## src/rtl/clock_ctrl.sv

```systemverilog
// Clock sequencer: holds reset until PLL lock is stable, then generates video and CPU clock enables.
// Optional pulse counter output cpu_cycles is enabled with `define CLOCK_CTRL_CNT_EN.
module clock_ctrl #(
    parameter int LOCK_CYCLES = 1024,
    parameter int CPU_DIV     = 16,
    parameter int TURBO_DIV   = 8
) (
    input  logic        clock,
    input  logic        reset,
    input  logic        locked,
    input  logic        turbo,
    input  logic        hold,
    output logic        rst_out,
    output logic        ce_vid,
    output logic        ce_cpu,
    output logic        running,
    output logic        turbo_act
`ifdef CLOCK_CTRL_CNT_EN
    ,
    output logic [15:0] cpu_cycles
`endif
);

    localparam int DMAX = (CPU_DIV > TURBO_DIV) ? CPU_DIV : TURBO_DIV;
    localparam int LW   = $clog2(LOCK_CYCLES);
    localparam int CW   = $clog2(DMAX);

    localparam logic [LW-1:0] LOCK_LAST  = LW'(LOCK_CYCLES - 1);
    localparam logic [CW-1:0] NORM_LAST  = CW'(CPU_DIV - 1);
    localparam logic [CW-1:0] TURBO_LAST = CW'(TURBO_DIV - 1);

    localparam logic [1:0] S_WAIT   = 2'd0;
    localparam logic [1:0] S_STABLE = 2'd1;
    localparam logic [1:0] S_RUN    = 2'd2;

    logic [1:0]    r_state;
    logic [LW-1:0] r_lock_cnt;
    logic [CW-1:0] r_cnt;
    logic          r_vph;
    logic          r_rst;
    logic          r_run;
    logic          r_ce_vid;
    logic          r_ce_cpu;
    logic          r_tact;
`ifdef CLOCK_CTRL_CNT_EN
    logic [15:0]   r_cpu_cycles;
`endif

    logic [CW-1:0] w_last;
    logic [CW-1:0] w_cnt_nxt;
    logic          w_cpu_pulse;

    // r_cnt/r_vph describe the current cycle; the divider stalls at 0 until a pulse is actually emitted.
    always_comb begin
        w_last = r_tact ? TURBO_LAST : NORM_LAST;
        if (r_cnt == '0) begin
            w_cnt_nxt = r_ce_cpu ? CW'(1) : '0;
        end else if (r_cnt == w_last) begin
            w_cnt_nxt = '0;
        end else begin
            w_cnt_nxt = r_cnt + CW'(1);
        end
        w_cpu_pulse = (w_cnt_nxt == '0) && r_vph && !hold;
    end

    always_ff @(posedge clock) begin
        if (reset) begin
            r_state    <= S_WAIT;
            r_lock_cnt <= '0;
            r_cnt      <= '0;
            r_vph      <= 1'b0;
            r_rst      <= 1'b1;
            r_run      <= 1'b0;
            r_ce_vid   <= 1'b0;
            r_ce_cpu   <= 1'b0;
            r_tact     <= 1'b0;
`ifdef CLOCK_CTRL_CNT_EN
            r_cpu_cycles <= '0;
`endif
        end else begin
            case (r_state)
                S_WAIT: begin
                    if (locked) begin
                        r_state    <= S_STABLE;
                        r_lock_cnt <= '0;
                    end
                end
                S_STABLE: begin
                    if (!locked) begin
                        r_state    <= S_WAIT;
                        r_lock_cnt <= '0;
`ifdef CLOCK_CTRL_CNT_EN
                        r_cpu_cycles <= '0;
`endif
                    end else if (r_lock_cnt == LOCK_LAST) begin
                        // First RUN cycle is even phase with the divider at 0.
                        r_state  <= S_RUN;
                        r_rst    <= 1'b0;
                        r_run    <= 1'b1;
                        r_vph    <= 1'b0;
                        r_cnt    <= '0;
                        r_tact   <= turbo;
                        r_ce_vid <= 1'b1;
                        r_ce_cpu <= !hold;
`ifdef CLOCK_CTRL_CNT_EN
                        if (!hold) r_cpu_cycles <= r_cpu_cycles + 16'd1;
`endif
                    end else begin
                        r_lock_cnt <= r_lock_cnt + LW'(1);
                    end
                end
                S_RUN: begin
                    if (!locked) begin
                        r_state    <= S_WAIT;
                        r_lock_cnt <= '0;
                        r_cnt      <= '0;
                        r_vph      <= 1'b0;
                        r_rst      <= 1'b1;
                        r_run      <= 1'b0;
                        r_ce_vid   <= 1'b0;
                        r_ce_cpu   <= 1'b0;
                        r_tact     <= 1'b0;
`ifdef CLOCK_CTRL_CNT_EN
                        r_cpu_cycles <= '0;
`endif
                    end else begin
                        r_vph    <= ~r_vph;
                        r_ce_vid <= r_vph;
                        r_cnt    <= w_cnt_nxt;
                        r_ce_cpu <= w_cpu_pulse;
                        // Mode switches only at the period boundary, so no short or runt CPU period.
                        if (r_cnt == w_last) r_tact <= turbo;
`ifdef CLOCK_CTRL_CNT_EN
                        if (w_cpu_pulse) r_cpu_cycles <= r_cpu_cycles + 16'd1;
`endif
                    end
                end
                default: r_state <= S_WAIT;
            endcase
        end
    end

    assign rst_out   = r_rst;
    assign ce_vid    = r_ce_vid;
    assign ce_cpu    = r_ce_cpu;
    assign running   = r_run;
    assign turbo_act = r_tact;
`ifdef CLOCK_CTRL_CNT_EN
    assign cpu_cycles = r_cpu_cycles;
`endif

endmodule
```

## config.mk

```make
export PLATFORM = sky130hd
export DESIGN_NAME = clock_ctrl
export DESIGN_NICKNAME = d
export VERILOG_FILES = /design/src/rtl/clock_ctrl.sv
export SDC_FILE = /design/constraint.sdc
export NUM_CORES = 1
export LEC_CHECK = 0
export BUFFER_PORTS_ARGS = -buffer_cell sky130_fd_sc_hd__buf_4
export CAP_MARGIN = 20
export CORE_MARGIN = 2
export CORE_UTILIZATION = 58
export CTS_BUF_LIST = sky130_fd_sc_hd__clkbuf_16
export DETAILED_ROUTE_END_ITERATION = 8
export GPL_TIMING_DRIVEN = 0
export PLACE_DENSITY_LB_ADDON = 0.12
export SYNTH_ARGS = -nofsm -noshare
export SYNTH_HDL_FRONTEND = slang
export SYNTH_SLANG_ARGS = --single-unit
export TNS_END_PERCENT = 5
```

## constraint.sdc

```tcl
create_clock -name clock -period 2 [get_ports clock]
set_input_delay 0.3 -clock clock [delete_from_list [all_inputs] [get_ports clock]]
set_output_delay 0.3 -clock clock [all_outputs]
set_load 0.02 [all_outputs]
```

==> metrics.md <==
| Metric | Value |
|---|---|
| Post-synthesis sequential area ratio | 34.58% |
| Vias in the first global route | 1060 |
| Initial antenna violation count | 0 |
| Chip width | 50.86 um |
| Hold_buf cts | 0 |
| Detailed Route WL | 2630 um |
| Clock Tree Buf Depth | 2 |
| Routed Antenna Nets | 0 |
| Count of cell types in the netlist | 47 |
| First-pass GRT wire length | 4305 um |
| Most common cell after layout, fill and taps aside | dfxtp_1 |
| Critical path's slowest cell | or4_1 |
| CTS Sinks | 22 |
| Worst-skew pair later-pin latency | 250 ps |
| Gpl congestion | 0.7969 |
| # DRC | 0 |
| Tightest Hold Check Type | primary input to register |
| Status | finished, final reports clean |
| Pre-antenna DRT Iters | 4 |
| Crit. End Element | register |
| Starting density of the core | 63.00% |
| Logic pwr share | 5.0% |
| CP Cell Sequence | ha_1 -> nand2_2 -> or4_1 -> buf_6 -> mux2i_1 -> o32ai_1 |
| Skew final | 4.011 ps |
| Cell Pwr Density | 617.2 nW/um^2 |
| Worst endpoint required time | 2150 ps |
| Top Ports | 10 |
| CP delay by family, top | simple AND/OR/NAND/NOR gates |
| Fmax | 536.7 MHz |
| Root buf cell | clkbuf_16 |
| Relative slew slack | 70.44% |
| CTS Buf Count | 3 |
| Placed inst area | 1375 um^2 |
| Async SR Flop Fraction | 0% |
| Area grow syn2layout | 14.05% |
| CP max FO | 8 |
| Net Count, Synth | 158 |
| Fill count | 165 |
| Hold path start | reset |
| Global route total overflow | 0 |
| Slew @ Worst Pin | 443.3 ps |
| Fin crit share | 93.17% |
| Int Pwr | 0.7235 mW |
| DR iter-0 viols | 23 |
| Final Setup Violations | 0 |
| Endpoint, Worst Hold | r_state[1]$_SDFFE_PP0P_ |
| GRT Total Usage | 21.76% |
| Vias per Instance | 6.212 |
| Post-synthesis instance area | 1274 um^2 |
| Final WS setup | 136.6 ps |
| Rows | 16 |
| Die ar. | 2587 um^2 |
| Die height | 50.86 um |
| Total number of vias | 1174 |
| Wire length per cell | 13.92 um |
| Reg2reg setup slack | 140 ps |
| Core Region | 2022 um^2 |
| Clock share of power | 45.5% |
| Yosys warnings | 0 |
| Syn avg cell area | 8.491 um^2 |
| Clock transition at path regs | 60 ps |
| WP data arrival | 2020 ps |
| IR Drop Worst-Case VDD | 0.4276 mV |
| Final min period | 1863 ps |
| Reg2reg path depth | 6 |
| Setup CP Type | register to register |
| Non-Filler Instances | 189 |
| Most frequent cells in the layout | dfxtp_1 (22), a21oi_1 (15), nand2_1 (9), buf_4 (9) |
| Cells after Synth | 150 |
| Final hold vios | 0 |
| CP max stage delay | 540 ps |
| CTS H-tree lvls | 1 |
| Placed cells | 186 |
| CTS tree | built |
| Port bufs | 9 |
| Slew Viols, Final | 0 |
| Worst Path Buf+Inv | 1 |
| Crit path launch type | register |
| Sw Ratio | 19.31% |
| Number of max-cap violations | 0 |
| Hold depth | 3 |
| Flop pwr share | 49.5% |
| Reg2Reg Capture Point | ce_cpu$_SDFFE_PP0P_ |
| Setup TNS | 0 ps |
| RSZ-0062 raised after global routing | no |
| Main synth FF type | dfxtp_1 |
| # diodes | 0 |
| Finished Core Util | 71.84% |
| Dpl ws | 92.11 ps |
| P_sw | 0.1731 mW |
| Design Area, Final | 1453 um^2 |
| Hpwl dp | 1898 um |
| P_leak | 0.5390 nW |
| Worst r2r src | r_lock_cnt[0]$_SDFFE_PP0P_ |
| Layout cells sized above 1 | 16.05% |
| Final layout net count | 172 |
| Largest net degree at the start of global routing | 12 |
| Post-synth EDFFs | 0 |
| Register bit total from synthesis | 22 |
## stage by stage
| step | power, mW | hold slack (ps) |
|---|---|---|
| global route | 0.9244 | 379.1 |
| finish | 0.8966 | 359.9 |
| CTS | 0.9059 | 353.9 |
| detailed placement | 0.4982 | 464.3 |
| global placement | 0.4969 | 458.7 |
| floorplan | 0.4824 | 446.2 |
## layout make-up
cell class	instances	area, um^2	area share [%]
inverter	8	30.03	2.067
tap	27	33.78	2.326
multi-input combinational	112	764.5	52.63
buffer	8	41.29	2.842
clock buffer	3	75.07	5.168
sequential	22	440.4	30.32
timing repair buffer	9	67.56	4.651
## timing repair
item                       CTS  global route
buffers inserted             0             0
resized for setup            0             1
setup endpoints to repair    0             1
## worst max-delay path by stage
stage	from	end	slack, ps	depth (start not counted)
2_1_floorplan	r_lock_cnt[0]$_SDFFE_PP0P_	r_cnt[3]$_SDFFE_PP0P_	220	6
3_3_place_gp	r_lock_cnt[0]$_SDFFE_PP0P_	turbo_act$_SDFFE_PP0P_	120	6
3_5_place_dp	r_lock_cnt[0]$_SDFFE_PP0P_	turbo_act$_SDFFE_PP0P_	90	6
4_1_cts	r_lock_cnt[0]$_SDFFE_PP0P_	turbo_act$_SDFFE_PP0P_	90	6
5_1_grt	r_lock_cnt[0]$_SDFFE_PP0P_	turbo_act$_SDFFE_PP0P_	50	6
6_report	r_lock_cnt[0]$_SDFFE_PP0P_	ce_cpu$_SDFFE_PP0P_	140	6
## sequential cells by signal, indices dropped and copies added, names as in the netlist
| name | count |
|---|---|
| r_lock_cnt | 10 |
| r_vph | 1 |
| turbo_act | 1 |
| ce_vid | 1 |
| r_state | 2 |
| ce_cpu | 1 |
| running | 1 |
| rst_out | 1 |
| r_cnt | 4 |
## synthesized netlist by cell type (2+ instances only)
| library cell | number | area share (%) |
|---|---|---|
| dfxtp_1 | 22 | 35 |
| a21oi_1 | 15 | 5.9 |
| nand2_1 | 10 | 2.9 |
| inv_1 | 8 | 2.4 |
| nand3_1 | 8 | 3.1 |
| nor2_1 | 7 | 2.1 |
| or4_1 | 7 | 4.1 |
| nand2b_1 | 6 | 2.9 |
| o31ai_1 | 6 | 3.5 |
| o21ai_0 | 5 | 2.0 |
| clkbuf_1 | 4 | 1.2 |
| nor3_1 | 4 | 1.6 |
| buf_2 | 3 | 1.2 |
| ha_1 | 3 | 2.9 |
| mux2i_1 | 3 | 2.4 |
| nand4b_1 | 3 | 2.1 |
| a211o_1 | 2 | 1.4 |
| a31oi_1 | 2 | 0.98 |
| a32oi_1 | 2 | 1.4 |
| and3_1 | 2 | 0.98 |
| xor2_1 | 2 | 1.4 |
## power groups by stage
stage          clock network (mW)  logic, mW  registers [mW]
6_report                    0.408     0.0451           0.444
3_3_place_gp                    0     0.0436           0.453
3_5_place_dp                    0     0.0448           0.453
2_1_floorplan                   0     0.0295           0.453
5_1_grt                     0.429     0.0513           0.444
4_1_cts                     0.417     0.0454           0.444
## cells by family (layout without fill, tap and decap cells)
kind of cell,after synthesis,after routing,synth area share [%]
AO/OA/AOI/OAI,41,41,22.10
XOR/XNOR,2,2,1.375
adder cells (fa/ha/maj),3,3,2.947
buffers and inverters,16,28,5.599
flip-flops,22,22,34.58
multiplexers,3,3,2.358
AND/OR/NAND/NOR,63,63,31.05
## routing by layer
metal  part of all wire, %  global-route usage, %
met5                     0                      0
met4                  0.87                  8.559
met3                   2.7                  4.971
met2                    52                  40.79
met1                    44                  23.46
## tightest hold or removal path, cell delays in order
cell	delay (ps)
buf_4	100
nand2b_1	120
a21oi_1	40
Note: power is estimated with default switching activity, not from simulation.
